$ cat config.mk
export PLATFORM = sky130hd
export DESIGN_NAME = alu_seq_flat
export DESIGN_NICKNAME = d
export VERILOG_FILES = /design/src/rtl/alu_seq_pkg.sv /design/src/rtl/alu_seq_if.sv /design/src/rtl/alu_seq_mul.sv /design/src/rtl/alu_seq.sv /design/src/flat_wrapper.sv
export SDC_FILE = /design/constraint.sdc
export NUM_CORES = 1
export LEC_CHECK = 0
export BUFFER_PORTS_ARGS = -buffer_cell sky130_fd_sc_hd__buf_4
export CORE_AREA = 2 2 136 138
export DETAILED_ROUTE_END_ITERATION = 7
export DIE_AREA = 0 0 138 140
export HOLD_SLACK_MARGIN = 0.06
export SYNTH_ARGS = -nofsm -noshare
export SYNTH_HDL_FRONTEND = slang
export SYNTH_SLANG_ARGS = --single-unit
$ cat constraint.sdc
create_clock -name clk -period 4 [get_ports clk]
set_input_delay 0.8 -clock clk [delete_from_list [all_inputs] [get_ports clk]]
set_output_delay 0.8 -clock clk [all_outputs]
set_load 0.05 [all_outputs]
$ cat src/rtl/alu_seq_pkg.sv
// Shared opcode map, flag bit positions and FSM state for the sequential ALU.
package alu_seq_pkg;

    localparam logic [4:0] OP_OR_A  = 5'd0;
    localparam logic [4:0] OP_XOR_A = 5'd1;
    localparam logic [4:0] OP_AND_A = 5'd2;
    localparam logic [4:0] OP_NOT_A = 5'd3;
    localparam logic [4:0] OP_INV_A = 5'd4;
    localparam logic [4:0] OP_NOT_B = 5'd5;
    localparam logic [4:0] OP_INV_B = 5'd6;
    localparam logic [4:0] OP_AND_B = 5'd7;
    localparam logic [4:0] OP_AND   = 5'd8;
    localparam logic [4:0] OP_OR    = 5'd9;
    localparam logic [4:0] OP_XOR   = 5'd10;
    localparam logic [4:0] OP_GT    = 5'd11;
    localparam logic [4:0] OP_LT    = 5'd12;
    localparam logic [4:0] OP_EQ    = 5'd13;
    localparam logic [4:0] OP_ADD   = 5'd14;
    localparam logic [4:0] OP_SUB   = 5'd15;
    localparam logic [4:0] OP_MUL   = 5'd16;

    localparam int F_ZERO  = 0;
    localparam int F_CARRY = 1;
    localparam int F_NEG   = 2;
    localparam int F_OVF   = 3;

    typedef enum logic {
        S_IDLE,
        S_MUL
    } state_t;

    function automatic logic op_legal(input logic [4:0] op,
                                      input bit mul_en);
        return (op < OP_MUL) || ((op == OP_MUL) && mul_en);
    endfunction

endpackage

$ cat src/rtl/alu_seq_if.sv
// Command/result handshake bundle between producer, ALU and consumer.
interface alu_seq_if #(
    parameter int WIDTH = 8
);
    logic             in_valid;
    logic             in_ready;
    logic [4:0]       opcode;
    logic [WIDTH-1:0] a;
    logic [WIDTH-1:0] b;
    logic             out_valid;
    logic             out_ready;
    logic [WIDTH-1:0] x;
    logic [WIDTH-1:0] y;
    logic [3:0]       flags;
    logic             err;
    logic             busy;

    modport master (
        output in_valid, opcode, a, b, out_ready,
        input  in_ready, out_valid, x, y, flags, err, busy
    );

    modport slave (
        input  in_valid, opcode, a, b, out_ready,
        output in_ready, out_valid, x, y, flags, err, busy
    );

endinterface

$ cat src/rtl/alu_seq_mul.sv
// Shift-add unsigned multiplier, one partial product per cycle.
module alu_mul_seq #(
    parameter int WIDTH = 8
) (
    input  logic               clk,
    input  logic               rst,
    input  logic               start,
    input  logic [WIDTH-1:0]   a,
    input  logic [WIDTH-1:0]   b,
    output logic               done,
    output logic [2*WIDTH-1:0] prod
);

    localparam int CW = $clog2(WIDTH);
    localparam logic [CW-1:0] LAST = CW'(WIDTH - 1);

    logic [2*WIDTH-1:0] mcand_q;
    logic [2*WIDTH-1:0] acc_q;
    logic [2*WIDTH-1:0] acc_d;
    logic [WIDTH-1:0]   mplier_q;
    logic [CW-1:0]      cnt_q;
    logic               run_q;

    assign acc_d = mplier_q[0] ? acc_q + mcand_q : acc_q;
    // The final step's sum is handed out directly so the result
    // lands in the same edge that retires the last step.
    assign done  = run_q && (cnt_q == LAST);
    assign prod  = acc_d;

    always_ff @(posedge clk) begin
        if (rst) begin
            mcand_q  <= '0;
            acc_q    <= '0;
            mplier_q <= '0;
            cnt_q    <= '0;
            run_q    <= 1'b0;
        end else if (start) begin
            mcand_q  <= {{WIDTH{1'b0}}, a};
            acc_q    <= '0;
            mplier_q <= b;
            cnt_q    <= '0;
            run_q    <= 1'b1;
        end else if (run_q) begin
            acc_q    <= acc_d;
            mcand_q  <= mcand_q << 1;
            mplier_q <= mplier_q >> 1;
            cnt_q    <= cnt_q + CW'(1);
            if (done) begin
                run_q <= 1'b0;
            end
        end
    end

endmodule

$ cat src/rtl/alu_seq.sv
// Registered ALU with valid/ready on both sides and a multi-cycle multiply.
module alu_seq
    import alu_seq_pkg::*;
#(
    parameter int WIDTH      = 8,
    parameter bit SIGNED_CMP = 1'b0,
    parameter bit MUL_EN     = 1'b1
) (
    input logic      clk,
    input logic      rst,
    alu_seq_if.slave bus
);

    state_t state_q;
    state_t state_d;

    logic in_ready;
    logic busy;
    logic accept;
    logic consume;
    logic is_mul;
    logic legal;
    logic mul_done;

    logic [2*WIDTH-1:0] mul_prod;
    logic [3:0]         mul_flags;

    logic [WIDTH:0]   sum;
    logic [WIDTH:0]   diff;
    logic             gt;
    logic             lt;
    logic [WIDTH-1:0] r_x;
    logic [WIDTH-1:0] r_y;
    logic [3:0]       r_flags;
    logic             r_c;
    logic             r_v;

    logic             valid_q;
    logic [WIDTH-1:0] x_q;
    logic [WIDTH-1:0] y_q;
    logic [3:0]       flags_q;
    logic             err_q;

    assign is_mul  = MUL_EN && (bus.opcode == OP_MUL);
    assign legal   = op_legal(bus.opcode, MUL_EN);
    assign accept  = bus.in_valid && in_ready;
    assign consume = valid_q && bus.out_ready;

    alu_mul_seq #(
        .WIDTH (WIDTH)
    ) u_mul (
        .clk   (clk),
        .rst   (rst),
        .start (accept && is_mul),
        .a     (bus.a),
        .b     (bus.b),
        .done  (mul_done),
        .prod  (mul_prod)
    );

    always_ff @(posedge clk) begin
        if (rst) begin
            state_q <= S_IDLE;
        end else begin
            state_q <= state_d;
        end
    end

    always_comb begin
        state_d = state_q;
        unique case (state_q)
            S_IDLE: if (accept && is_mul) state_d = S_MUL;
            S_MUL:  if (mul_done)         state_d = S_IDLE;
        endcase
    end

    always_comb begin
        busy     = (state_q == S_MUL);
        in_ready = (state_q == S_IDLE) && (!valid_q || bus.out_ready);
    end

    always_comb begin
        sum  = {1'b0, bus.a} + {1'b0, bus.b};
        diff = {1'b0, bus.a} - {1'b0, bus.b};
        if (SIGNED_CMP) begin
            gt = $signed(bus.a) > $signed(bus.b);
            lt = $signed(bus.a) < $signed(bus.b);
        end else begin
            gt = bus.a > bus.b;
            lt = bus.a < bus.b;
        end
    end

    always_comb begin
        r_x = '0;
        r_y = '0;
        r_c = 1'b0;
        r_v = 1'b0;
        case (bus.opcode)
            OP_OR_A:  r_x[0] = |bus.a;
            OP_XOR_A: r_x[0] = ^bus.a;
            OP_AND_A: r_x[0] = &bus.a;
            OP_NOT_A: r_x[0] = !bus.a;
            OP_INV_A: r_x    = ~bus.a;
            OP_NOT_B: r_x[0] = !bus.b;
            OP_INV_B: r_x    = ~bus.b;
            OP_AND_B: r_x[0] = &bus.b;
            OP_AND:   r_x    = bus.a & bus.b;
            OP_OR:    r_x    = bus.a | bus.b;
            OP_XOR:   r_x    = bus.a ^ bus.b;
            OP_GT:    r_x[0] = gt;
            OP_LT:    r_x[0] = lt;
            OP_EQ:    r_x[0] = (bus.a == bus.b);
            OP_ADD: begin
                r_x    = sum[WIDTH-1:0];
                r_y[0] = sum[WIDTH];
                r_c    = sum[WIDTH];
                r_v    = (bus.a[WIDTH-1] == bus.b[WIDTH-1]) &&
                         (sum[WIDTH-1] != bus.a[WIDTH-1]);
            end
            OP_SUB: begin
                r_x = diff[WIDTH-1:0];
                r_y = {WIDTH{diff[WIDTH]}};
                r_c = diff[WIDTH];
                r_v = (bus.a[WIDTH-1] != bus.b[WIDTH-1]) &&
                      (diff[WIDTH-1] != bus.a[WIDTH-1]);
            end
            default: ;
        endcase
        if (!legal) begin
            r_x = bus.a;
            r_y = bus.b;
            r_c = 1'b0;
            r_v = 1'b0;
        end
    end

    always_comb begin
        r_flags = '0;
        if (legal) begin
            r_flags[F_ZERO]  = (r_x == '0);
            r_flags[F_NEG]   = r_x[WIDTH-1];
            r_flags[F_CARRY] = r_c;
            r_flags[F_OVF]   = r_v;
        end
        mul_flags         = '0;
        mul_flags[F_ZERO] = (mul_prod == '0);
        mul_flags[F_NEG]  = mul_prod[WIDTH-1];
    end

    // A multiply accepted during a consume falls through to the
    // consume branch, so the old result drains before MUL finishes.
    always_ff @(posedge clk) begin
        if (rst) begin
            valid_q <= 1'b0;
            x_q     <= '0;
            y_q     <= '0;
            flags_q <= '0;
            err_q   <= 1'b0;
        end else if (accept && !is_mul) begin
            valid_q <= 1'b1;
            x_q     <= r_x;
            y_q     <= r_y;
            flags_q <= r_flags;
            err_q   <= !legal;
        end else if (mul_done) begin
            valid_q <= 1'b1;
            x_q     <= mul_prod[WIDTH-1:0];
            y_q     <= mul_prod[2*WIDTH-1:WIDTH];
            flags_q <= mul_flags;
            err_q   <= 1'b0;
        end else if (consume) begin
            valid_q <= 1'b0;
        end
    end

    assign bus.in_ready  = in_ready;
    assign bus.busy      = busy;
    assign bus.out_valid = valid_q;
    assign bus.x         = x_q;
    assign bus.y         = y_q;
    assign bus.flags     = flags_q;
    assign bus.err       = err_q;

endmodule

$ cat src/flat_wrapper.sv
// flat-port wrapper written by rule: the top's interface ports become plain ports
module alu_seq_flat import alu_seq_pkg::*;
#(
    parameter int WIDTH      = 8,
    parameter bit SIGNED_CMP = 1'b0,
    parameter bit MUL_EN     = 1'b1
)
  (clk, rst, bus_in_valid, bus_opcode, bus_a, bus_b, bus_out_ready, bus_in_ready, bus_out_valid, bus_x, bus_y, bus_flags, bus_err, bus_busy);
  alu_seq_if #(.WIDTH(WIDTH)) bus_i ();
  input logic clk;
  input logic rst;
  input wire logic [$bits(bus_i.in_valid)-1:0] bus_in_valid;
  input wire logic [$bits(bus_i.opcode)-1:0] bus_opcode;
  input wire logic [$bits(bus_i.a)-1:0] bus_a;
  input wire logic [$bits(bus_i.b)-1:0] bus_b;
  input wire logic [$bits(bus_i.out_ready)-1:0] bus_out_ready;
  output wire logic [$bits(bus_i.in_ready)-1:0] bus_in_ready;
  output wire logic [$bits(bus_i.out_valid)-1:0] bus_out_valid;
  output wire logic [$bits(bus_i.x)-1:0] bus_x;
  output wire logic [$bits(bus_i.y)-1:0] bus_y;
  output wire logic [$bits(bus_i.flags)-1:0] bus_flags;
  output wire logic [$bits(bus_i.err)-1:0] bus_err;
  output wire logic [$bits(bus_i.busy)-1:0] bus_busy;
  assign bus_i.in_valid = bus_in_valid;
  assign bus_i.opcode = bus_opcode;
  assign bus_i.a = bus_a;
  assign bus_i.b = bus_b;
  assign bus_i.out_ready = bus_out_ready;
  assign bus_in_ready = bus_i.in_ready;
  assign bus_out_valid = bus_i.out_valid;
  assign bus_x = bus_i.x;
  assign bus_y = bus_i.y;
  assign bus_flags = bus_i.flags;
  assign bus_err = bus_i.err;
  assign bus_busy = bus_i.busy;
  alu_seq #(.WIDTH(WIDTH), .SIGNED_CMP(SIGNED_CMP), .MUL_EN(MUL_EN)) u_core (.clk(clk), .rst(rst), .bus(bus_i));
endmodule
==> flow_metrics.tcl <==
set metrics [dict create \
    cp_common_cell "or4_1" \
    wl_um 16800 \
    drv_slew 0 \
    synth-seq-cells 67 \
    cts_hold_buffers 0 \
    irDropWorstVdd_v 0.000217 \
    numPortBuffers 48 \
    cts-buffers-inserted 9 \
    cap_violations 0 \
    drive_above_1_share_pct 12.2 \
    synth_edf_count 0 \
    clk_latency_ps 330 \
    hold_viol 0 \
    synth-main-ff-cell "dfxtp_1" \
    relSlewSlack_pct 49.4 \
    grtUsageTotal_pct 17.3 \
    hold_class "reg -> reg" \
    die_area_um2 19300 \
    die_w_um 138 \
    cp-start-kind "primary input" \
    die_height_um 140 \
    htreeDepth 3 \
    rows 49 \
    syn_area_per_cell_um2 7.88 \
    hpwlAfterDp_um 12700 \
    crit_fanout 5 \
    grt_max_degree 43 \
    dr.pass1.iters 6 \
    crit_slowest_cell "or4_1" \
    place_congestion 0.956 \
    fin_tns_setup_ps 0 \
    ff_latch_area_um2 1340 \
    max_freq_ghz 0.277 \
    nets 787 \
    synth_cells 673 \
    cts_buffer_depth 2 \
    root_buffer "clkbuf_16" \
    post_cts_resized 0 \
    p_per_area_nw_per_um2 314 \
    drc 0 \
    antenna_cells 0 \
    power_uw 1950 \
    worstPathRequired_ps 4280 \
    synth_nets 751 \
    multi_input_area_um2 3690 \
    worstPathArrival_ps 3890 \
    fin_skew_ps 6.76 \
    end_kind "register" \
    vias 5215 \
    wl_per_cell_um 17.9 \
    vias_per_cell 5.54 \
    fillCellCount 1905 \
    status "finished, final reports clean" \
    cp_cell_sequence "buf_4 -> inv_1 -> ha_1 -> fa_1 -> xor2_1 -> a31oi_1 -> nor4_1 -> a2111oi_2 -> nand4_1 -> or4_1 -> or4_1 -> a21oi_1 -> a31o_1" \
    synth.distinct_cells 70 \
    fp.coreArea_um2 17800 \
    grt_pass1_wl_um 27000 \
    slowest_delay_ps 550 \
    ys_async_sr_fraction_pct 0 \
    initial_core_util_pct 29.8 \
    p_leak_uw 0.00242 \
    min_period_ps 3610 \
    yosys_warnings 0 \
    ioPinCount 49 \
    cts_tree "built" \
    clkSlewWorstSetupHoldPaths_ps 60 \
    grt_pass1_vias 4890 \
    ant_nets 0 \
    grt.overflow.total 0 \
    clkSinkCount 67 \
    finalSetupViolations 0 \
    antenna_found_initial 0 \
    rsz0062_at_grt "false" \
    critPathKind "in -> reg" \
    drtIter0Drc 566 \
    fin_crit_sh_pct 90.2 \
    netlist_area_um2 5310 \
    worst_slew_pin_slew_ps 758 \
    yosysSeqAreaShare_pct 25.3 \
    area_delta_synth_final_pct 17.2 \
    postCtsSetupRepairBufs 0 \
]
critical path: cells and delay by family:
family | cells | cell delay [ps]
buf+inv | 2 | 190
compound gates | 4 | 860
simple gates | 4 | 1210
xor+xnor | 1 | 180
fa+ha+maj | 2 | 640
metrics by stage:
step / setup slack [ps] / area (um^2) / hold slack [ps] / util (%) / cells
final: 391 / 6220 / 453 / 35.0 / 942
after global routing: 144 / 6220 / 470 / 35.0 / 942
after CTS: 389 / 6220 / 454 / 35.0 / 942
after detailed placement: 47.0 / 5900 / 447 / 33.2 / 927
after global placement: 104 / 5900 / 449 / 33.2 / 927
after floorplan: 519 / 5310 / 461 / - / 673
report_power, final:
part / switching [uW] / internal, uW / total [uW]
clock: 292 / 556 / 849
combinational: 261 / 138 / 399
sequential: 15.9 / 687 / 703
total: 569 / 1380 / 1950
Yosys cell counts, types with 5 or more instances:
library cell  number  area, um^2
a21oi_1           48         240
inv_1             35         131
nand2_1           41         154
ha_1              50         626
dfxtp_1           67        1340
nor3_1            19        95.1
a221oi_1           6        52.6
clkbuf_1          24        90.1
a21o_1             5        37.5
nor2_1            98         368
buf_1              6        22.5
xnor2_1           11        96.3
a211oi_1          41         308
nand4_1            7        43.8
nor2b_1            7        43.8
mux2i_1           36         360
o211ai_1           9        67.6
o21bai_1           7        52.6
nand3_1           14        70.1
nand2b_1           9        56.3
o21ai_0           21         105
a31oi_1            5        31.3
nor4_1             7        43.8
xor2_1             8        70.1
sequential cells by signal, indices dropped and copies added (netlist names), 3 cells and up:
register	count
u_core.bus.y	8
u_core.bus.x	8
u_core.u_mul.mplier_q	8
u_core.u_mul.cnt_q	3
u_core.bus.flags	4
u_core.u_mul.mcand_q	16
u_core.u_mul.acc_q	16
area by class of cell:
class,count,share of cell area (%)
multi-input cells,536,59.4
flip-flops and latches,67,21.6
repair buffers,60,7.24
well taps,229,4.61
clock buffers,10,3.84
inverters,35,2.11
clock inverters,5,1.25
logic make-up (layout without fill, tap and decap cells):
group                      count (synthesis)  after routing  synth area share, %
muxes                                     39             39                 7.43
buffers and inverters                     70            110                 5.12
and+or+nand+nor                          232            232                 20.8
AOI/OAI and AO/OA                        193            193                 25.3
adders and majority gates                 53             53                 12.9
xor gates and xnor gates                  19             19                 3.14
DFF                                       67             67                 25.3
layout by cell type (no fill, tap or decap), types with 19 or more instances in the layout:
cell	count
a211oi_1	41
a21oi_1	48
buf_4	60
dfxtp_1	66
ha_1	50
inv_1	35
mux2i_1	36
nand2_1	41
nor2_1	98
nor3_1	19
o21ai_0	21
worst paths after layout:
check / cells after the start / from / end / slack, ps
worst min register to register: 2 / u_core.bus.flags[1]$_SDFFE_PP0P_ / u_core.bus.flags[1]$_SDFFE_PP0P_ / 450
worst max-delay path: 13 / bus_a[0] / u_core.bus.flags[0]$_SDFFE_PP0P_ / 390
worst max register to register: 12 / u_core.u_mul.acc_q[0]$_SDFFE_PP0P_ / u_core.bus.y[2]$_SDFFE_PP0P_ / 920
worst min-delay path: 2 / u_core.bus.flags[1]$_SDFFE_PP0P_ / u_core.bus.flags[1]$_SDFFE_PP0P_ / 450
routing by layer:
layer | GRT usage [%] | routed length [um]
met4 | 5.16 | 339
met1 | 23.0 | 7720
met2 | 28.3 | 7820
met5 | 0 | 0
met3 | 3.69 | 958
(Power assumes the default switching activity.)
